===== src/rtl/dma_lite_arbiter.sv =====
// dma_lite_arbiter: round-robin share of one AXI4-Lite write port between the MM2S and S2MM register requesters.
module dma_lite_arbiter #(
  parameter int ADDR_W      = 10,
  parameter int DATA_W      = 32,
  parameter int TIMEOUT_CYC = 1024
) (
  input  logic              clk,
  input  logic              rst,
  input  logic              req0_valid,
  input  logic [ADDR_W-1:0] req0_awaddr,
  input  logic [DATA_W-1:0] req0_wdata,
  output logic              req0_done,
  output logic              req0_err,
  input  logic              req1_valid,
  input  logic [ADDR_W-1:0] req1_awaddr,
  input  logic [DATA_W-1:0] req1_wdata,
  output logic              req1_done,
  output logic              req1_err,
  output logic [ADDR_W-1:0] m_axi_lite_awaddr,
  output logic              m_axi_lite_awvalid,
  input  logic              m_axi_lite_awready,
  output logic [DATA_W-1:0] m_axi_lite_wdata,
  output logic              m_axi_lite_wvalid,
  input  logic              m_axi_lite_wready,
  input  logic [1:0]        m_axi_lite_bresp,
  input  logic              m_axi_lite_bvalid,
  output logic              m_axi_lite_bready,
  output logic              busy,
  output logic              grant
);
  localparam int CW = $clog2(TIMEOUT_CYC + 1);
  typedef enum logic [1:0] {IDLE, ADDR_DATA, RESP, DONE} state_t;
  state_t state_q, state_d;
  logic [ADDR_W-1:0] awaddr_q, awaddr_d;
  logic [DATA_W-1:0] wdata_q, wdata_d;
  logic [CW-1:0] cnt_q, cnt_d;
  logic awvalid_q, awvalid_d, wvalid_q, wvalid_d, bready_q, bready_d;
  logic aw_done_q, aw_done_d, w_done_q, w_done_d;
  logic grant_q, grant_d, busy_q, busy_d;
  logic done0_q, done0_d, done1_q, done1_d, err0_q, err0_d, err1_q, err1_d;
  logic sel, fin, fin_err, tmo, aw_hs, w_hs, b_hs;
  always_comb begin
    state_d   = state_q;
    awaddr_d  = awaddr_q;
    wdata_d   = wdata_q;
    awvalid_d = awvalid_q;
    wvalid_d  = wvalid_q;
    bready_d  = bready_q;
    aw_done_d = aw_done_q;
    w_done_d  = w_done_q;
    grant_d   = grant_q;
    cnt_d     = cnt_q;
    sel       = (req0_valid && req1_valid) ? ~grant_q : req1_valid;
    aw_hs     = awvalid_q & m_axi_lite_awready;
    w_hs      = wvalid_q & m_axi_lite_wready;
    b_hs      = bready_q & m_axi_lite_bvalid;
    tmo       = cnt_q == CW'(TIMEOUT_CYC - 1);
    fin       = 1'b0;
    fin_err   = 1'b1;
    unique case (state_q)
      IDLE: if (req0_valid || req1_valid) begin
        grant_d   = sel;
        awaddr_d  = sel ? req1_awaddr : req0_awaddr;
        wdata_d   = sel ? req1_wdata : req0_wdata;
        awvalid_d = 1'b1;
        wvalid_d  = 1'b1;
        aw_done_d = 1'b0;
        w_done_d  = 1'b0;
        cnt_d     = '0;
        state_d   = ADDR_DATA;
      end
      ADDR_DATA: begin
        cnt_d     = cnt_q + CW'(1);
        aw_done_d = aw_done_q | aw_hs;
        w_done_d  = w_done_q | w_hs;
        awvalid_d = awvalid_q & ~aw_hs;
        wvalid_d  = wvalid_q & ~w_hs;
        fin       = tmo;
        if (!tmo && aw_done_d && w_done_d) begin
          state_d  = RESP;
          bready_d = 1'b1;
        end
      end
      RESP: begin
        cnt_d   = cnt_q + CW'(1);
        fin     = b_hs | tmo;
        fin_err = b_hs ? (m_axi_lite_bresp != 2'b00) : 1'b1;
      end
      DONE: state_d = IDLE;
      default: state_d = IDLE;
    endcase
    // Completion (B response or timeout abort) drops every valid at once.
    if (fin) begin
      state_d   = DONE;
      awvalid_d = 1'b0;
      wvalid_d  = 1'b0;
      bready_d  = 1'b0;
    end
    done0_d = fin & ~grant_q;
    done1_d = fin & grant_q;
    err0_d  = fin & ~grant_q & fin_err;
    err1_d  = fin & grant_q & fin_err;
    busy_d  = state_d != IDLE;
  end
  always_ff @(posedge clk) begin
    if (rst) begin
      state_q   <= IDLE;
      awaddr_q  <= '0;
      wdata_q   <= '0;
      awvalid_q <= 1'b0;
      wvalid_q  <= 1'b0;
      bready_q  <= 1'b0;
      aw_done_q <= 1'b0;
      w_done_q  <= 1'b0;
      grant_q   <= 1'b1;
      cnt_q     <= '0;
      busy_q    <= 1'b0;
      done0_q   <= 1'b0;
      done1_q   <= 1'b0;
      err0_q    <= 1'b0;
      err1_q    <= 1'b0;
    end else begin
      state_q   <= state_d;
      awaddr_q  <= awaddr_d;
      wdata_q   <= wdata_d;
      awvalid_q <= awvalid_d;
      wvalid_q  <= wvalid_d;
      bready_q  <= bready_d;
      aw_done_q <= aw_done_d;
      w_done_q  <= w_done_d;
      grant_q   <= grant_d;
      cnt_q     <= cnt_d;
      busy_q    <= busy_d;
      done0_q   <= done0_d;
      done1_q   <= done1_d;
      err0_q    <= err0_d;
      err1_q    <= err1_d;
    end
  end
  assign m_axi_lite_awaddr  = awaddr_q;
  assign m_axi_lite_awvalid = awvalid_q;
  assign m_axi_lite_wdata   = wdata_q;
  assign m_axi_lite_wvalid  = wvalid_q;
  assign m_axi_lite_bready  = bready_q;
  assign busy      = busy_q;
  assign grant     = grant_q;
  assign req0_done = done0_q;
  assign req0_err  = err0_q;
  assign req1_done = done1_q;
  assign req1_err  = err1_q;
endmodule


===== config.mk =====
export PLATFORM = sky130hd
export DESIGN_NAME = dma_lite_arbiter
export DESIGN_NICKNAME = d
export VERILOG_FILES = /design/src/rtl/dma_lite_arbiter.sv
export SDC_FILE = /design/constraint.sdc
export NUM_CORES = 1
export LEC_CHECK = 0
export ABC_AREA = 0
export CORE_MARGIN = 3
export CORE_UTILIZATION = 27
export CTS_BUF_LIST = sky130_fd_sc_hd__clkbuf_4 sky130_fd_sc_hd__clkbuf_8
export DETAILED_ROUTE_END_ITERATION = 12
export PLACE_DENSITY = 0.68
export SLEW_MARGIN = 0
export SYNTH_ARGS = -nofsm -noshare
export SYNTH_HDL_FRONTEND = slang
export SYNTH_SLANG_ARGS = --single-unit

===== constraint.sdc =====
create_clock -name clk -period 6.1 [get_ports clk]
set_input_delay 1.525 -clock clk [delete_from_list [all_inputs] [get_ports clk]]
set_output_delay 1.525 -clock clk [all_outputs]
set_load 0.005 [all_outputs]

=== Word level (Yosys, flattened, before mapping) ===
Index checks and enable logic that the tools add are counted.

* Add/subtract/negate cells: 1
* Equal/unequal tests: 5
* Muxes and demuxes: 18
* Bitwise logic cells: 15
* Reduce and logical (&&, ||, !) cells: 16

{| class="wikitable"
|+ Operator list
! cell !! number
|-
| two-way mux 32 bit || 1
|-
| one-hot mux 11 bit (2 select lines) || 1
|-
| adder 11 x 1 -> 11 bit, second input constant || 1
|-
| == test 11 x 10 -> 1 bit, second input constant || 1
|-
| two-way mux 11 bit || 1
|-
| two-way mux 10 bit || 1
|-
| one-hot mux 1 bit (2 select lines) || 5
|-
| bitwise AND 1 bit || 9
|-
| AND reduction 2 bit || 4
|-
| nonzero test 2 bit || 4
|-
| two-way mux 2 bit || 3
|-
| one-hot mux 2 bit (3 select lines) || 1
|-
| two-way mux 1 bit || 5
|-
| == test 2 bit, second input constant || 2
|-
| OR reduction 2 bit || 2
|-
| logical AND 1 bit || 3
|-
| NOT 1 bit || 3
|-
| OR 1 bit || 3
|-
| == test 2 x 1 -> 1 bit, second input constant || 1
|-
| zero test 2 bit || 1
|-
| inequality test 2 bit, second input constant || 1
|-
| zero test 1 bit || 1
|-
| logical OR 1 bit || 1
|}

* Register bits: 66
* Bits of input ports: 93

=== Longest topological paths before layout ===
* Depth after elaboration: 8
* Depth in mapped cells: 8

=== Least setup slack after synthesis ===
Ideal clock, no wire load.

* Path type: input to register
* Start point: input port req0_valid
* End point: register cnt_q[9]
* Data arrival time: 2.624 ns
* Slack: 3.406 ns
* Stages on the path: 4
* Path buffers: 0
* Cell sequence: nor3b_2 > or4_4 > or4_1 > a21oi_1

* Cells in the longest elaborated chain, start to end: 3

{| class="wikitable"
|+ Ends and longest elaborated chain
! element !! line !! source
|-
| start: declaration || 9 || <nowiki>input logic req0_valid,</nowiki>
|-
| logical OR 1 bit || 61 || <nowiki>IDLE: if (req0_valid || req1_valid) begin</nowiki>
|-
| inequality test 2 bit (no source line) || - ||
|-
| AND reduction 2 bit (no source line) || - ||
|-
| end signal: assignment || 132 || <nowiki>cnt_q <= cnt_d;</nowiki>
|-
| end: declaration || 36 || <nowiki>logic [CW-1:0] cnt_q, cnt_d;</nowiki>
|}

Every way passes these cells.
A chain may end at the register's enable or synchronous reset.

=== Worst setup path after layout ===
* Start point: input port req0_valid
* End point: register wdata_q[21] (netlist: m_axi_lite_wdata[21])

* Cells in the longest elaborated chain, start to end: 3
* Elaborated cells on any way between the ends: 5

{| class="wikitable"
|+ Ends and longest elaborated chain
! element !! line !! source
|-
| logical AND 1 bit || 53 || <nowiki>sel = (req0_valid && req1_valid) ? ~grant_q : req1_valid;</nowiki>
|-
| two-way mux 1 bit || 53 ||
|-
| two-way mux 32 bit || 64 || <nowiki>wdata_d = sel ? req1_wdata : req0_wdata;</nowiki>
|-
| end signal: assignment || 125 || <nowiki>wdata_q <= wdata_d;</nowiki>
|-
| end: declaration || 35 || <nowiki>logic [DATA_W-1:0] wdata_q, wdata_d;</nowiki>
|}

Several ways; a longest one is shown, not always the timed one.

==> results.py <==
metrics = {
    "outcome": {
        "status": "complete, no violations",
    },
    "timing": {
        "setup_viol": 0,
        "tightestPinTransition_ns": 1.08,
        "finalHoldViolations": 0,
        "relSlewSlack_pct": 27.9,
        "layout_min_cycle_time_ns": 3.61,
        "finClkSkew_ns": 0.00877,
        "finalCritPeriodShare_pct": 59.1,
        "max_freq_mhz": 277,
        "drv_slew": 0,
        "rsz0062_at_grt": "no",
        "fin_tns_setup_ns": 0,
    },
    "place": {
        "dp_cells": 578,
        "port_buffers": 143,
        "dp_hpwl_um": 5990,
        "gp_congestion": 0.818,
    },
    "synthesis": {
        "yosysUniqueCellTypes": 36,
        "ys_seq_area_share_pct": 44.9,
        "syn_inst": 320,
        "synthArstFlopShare_pct": 0,
        "synthTopCellsByArea": "dfxtp_1 (45%), mux2i_1 (14%), a211oi_1 (11%), nor2_1 (7.0%), a21oi_1 (2.7%)",
        "ys.flop_type": "dfxtp_1",
        "yosysTopAreaCellShare_pct": 44.9,
        "syn_nets": 418,
        "syn_avg_cell_area_um2": 9.20,
        "ys_ff_latch": 66,
        "synthesis.area_um2": 2940,
        "yosys_warnings": 0,
        "synth_edf_count": 0,
        "yosys.area.top_type": "dfxtp_1",
    },
    "finish": {
        "fin_nets": 551,
        "finalNonFillerCells": 594,
        "n_antenna_cell": 0,
        "layout-drive-gt1-share_pct": 6.55,
        "layout_common_cells": "clkdlybuf4s50_1 (142), dfxtp_1 (66), nor2_1 (54)",
        "final_common_cell": "clkdlybuf4s50_1",
        "syn_to_final_growth_pct": 59.3,
    },
    "worst_setup_path": {
        "path_class": "primary input to register",
        "path_max_fanout": 54,
        "timing.rr.start": "state_q[0]$_SDFF_PP0_",
        "critPathLaunchType": "primary input",
        "path_common_cell": "nor2_1",
        "r2r_cells": 7,
        "cp.depth": 6,
        "cp_top_family": "buffers and inverters",
        "slowest_stage": "nor2_4",
        "cp_slowest_stage_delay_ns": 0.82,
        "crit_path_end_kind": "register",
        "cp-endpoint": "m_axi_lite_wdata[21]$_SDFFE_PP0P_",
        "worstSetupStartpoint": "req0_valid",
        "cp.arrival_ns": 3.86,
        "r2r_end": "m_axi_lite_wdata[21]$_SDFFE_PP0P_",
        "cp_cell_sequence": "clkdlybuf4s50_1 -> nor2_1 -> nor2_4 -> buf_4 -> nor2_1 -> a211oi_1",
        "reg2reg_slack_ns": 3.56,
        "critPathRequiredTime_ns": 6.35,
        "worst-path-buf-inv": 2,
    },
    "clock_tree": {
        "ctsHoldBuffers": 0,
        "cts_max_path_buffers": 2,
        "clk_pin_slew_ns": 0.08,
        "cts_tree": "yes",
        "cts_max_level": 3,
        "numCtsBuffers": 9,
        "cts_resized": 0,
        "clk_latency_ns": 0.34,
        "root_buffer": "clkbuf_8",
        "cts_sinks": 66,
        "post_cts_buffers": 0,
    },
    "floorplanning": {
        "die_w_um": 110,
        "die_h_um": 110,
        "start_util_pct": 28.1,
        "dieArea_um2": 12200,
        "core_area_um2": 10500,
        "io_pins": 144,
        "rows": 37,
    },
    "global_route": {
        "antenna_found_initial": 0,
        "grt_pass1_vias": 2658,
        "track_usage_pct": 12.6,
        "grt_pass1_wl_um": 12600,
        "grt_overflow": 0,
        "grt_max_degree": 56,
    },
    "power": {
        "p_leak_nw": 1.69,
        "power_density_nw_per_um2": 239,
        "peakVddDrop_v": 0.000103,
    },
    "route": {
        "ant_nets": 0,
        "drc_errors": 0,
        "viasPerCell": 4.70,
        "num_vias": 2793,
        "wl_per_cell_um": 13.3,
        "drt_iter0_markers": 103,
        "first_pass_iters": 5,
        "wirelength_um": 7890,
    },
    "job": {
        "maxCapViolations": 0,
    },
    "min_path": {
        "hold_path.class": "register to register",
    },
}
[per-layer routing]
layer  vias up  part of all wire, %  GRT usage, %
met5         -                    0             0
met4         0                  1.9          5.67
met3        14                  8.0          4.16
met2       101                   48          20.8
met1      1241                   42          14.7
li1       1437                    -             -
[final cells by class]
| cell class | instances | area, µm² |
|---|---|---|
| fill | 1066 | 5770 |
| inverter | 7 | 26.3 |
| tap | 136 | 170 |
| clock buffer | 10 | 138 |
| sequential | 66 | 1320 |
| clock inverter | 6 | 66.3 |
| timing repair buffer | 146 | 1450 |
| multi-input combinational | 223 | 1520 |
[where the power goes]
group	total, mW	internal [mW]	switching [mW]	leakage (nW)
clock network	0.371	0.200	0.172	0.0945
logic	0.262	0.157	0.105	1.05
registers	0.490	0.468	0.0213	0.545
[cells by family after synthesis]
| kind of cell | synth area share, % |
|---|---|
| DFF | 44.9 |
| AOI/OAI and AO/OA | 18.4 |
| adders and majority gates | 2.13 |
| muxes | 14.3 |
| and+or+nand+nor | 14.7 |
| buffers and inverters | 4.17 |
| xor gates and xnor gates | 1.49 |
[registers in the layout, summed over array words and instances, names as in the netlist, 2 cells and up]
name	flops
m_axi_lite_awaddr	10
m_axi_lite_wdata	32
state_q	2
cnt_q	11
[worst reg2reg max path, cell delays in order (launching register included)]
cell and delay [ns]:
dfxtp_1 0.33, inv_1 0.13, ha_1 0.28, inv_1 0.13, nor2_4 0.84, buf_4 0.47, nor2_1 0.07, a211oi_1 0.22
[how the worst min path moves through the flow]
stage	from	end	slack, ns	depth (start not counted)
finish	aw_done_q$_SDFFE_PP0P_	aw_done_q$_SDFFE_PP0P_	0.49	2
global route	m_axi_lite_wdata[29]$_SDFFE_PP0P_	m_axi_lite_wdata[29]$_SDFFE_PP0P_	0.52	2
CTS	w_done_q$_SDFFE_PP0P_	w_done_q$_SDFFE_PP0P_	0.49	2
detailed placement	w_done_q$_SDFFE_PP0P_	w_done_q$_SDFFE_PP0P_	0.48	2
global placement	w_done_q$_SDFFE_PP0P_	w_done_q$_SDFFE_PP0P_	0.46	2
floorplan	grant$_SDFFE_PP1P_	req0_done$_SDFF_PP0_	0.45	1
[metrics by stage]
stage                     worst slack, ns  area, µm²  power (mW)  utilization (%)  hold WS [ns]
after floorplan                      3.41       2940       0.609                -         0.449
after global placement               2.18       4480       0.761             42.9         0.461
after detailed placement             2.09       4480       0.765             42.9         0.480
after CTS                            2.47       4690        1.14             44.8         0.489
after global routing                 2.23       4690        1.19             44.8         0.517
final                                2.49       4690        1.12             44.8         0.490
[synthesized netlist by cell type, types with 2 or more instances]
master     n
buf_2      5
dfxtp_1   66
nor4_1     2
clkbuf_1  17
inv_1      7
buf_1      2
nand4_1    3
nor3_1     7
or3_1      3
o21ai_0   12
a211oi_1  42
nand3_1    8
ha_1       5
or4_4      2
nand2_1    4
or4_1      2
xnor2_1    4
nor2_1    55
a21oi_1   16
mux2i_1   42
Power figures use the tool's default switching activity.
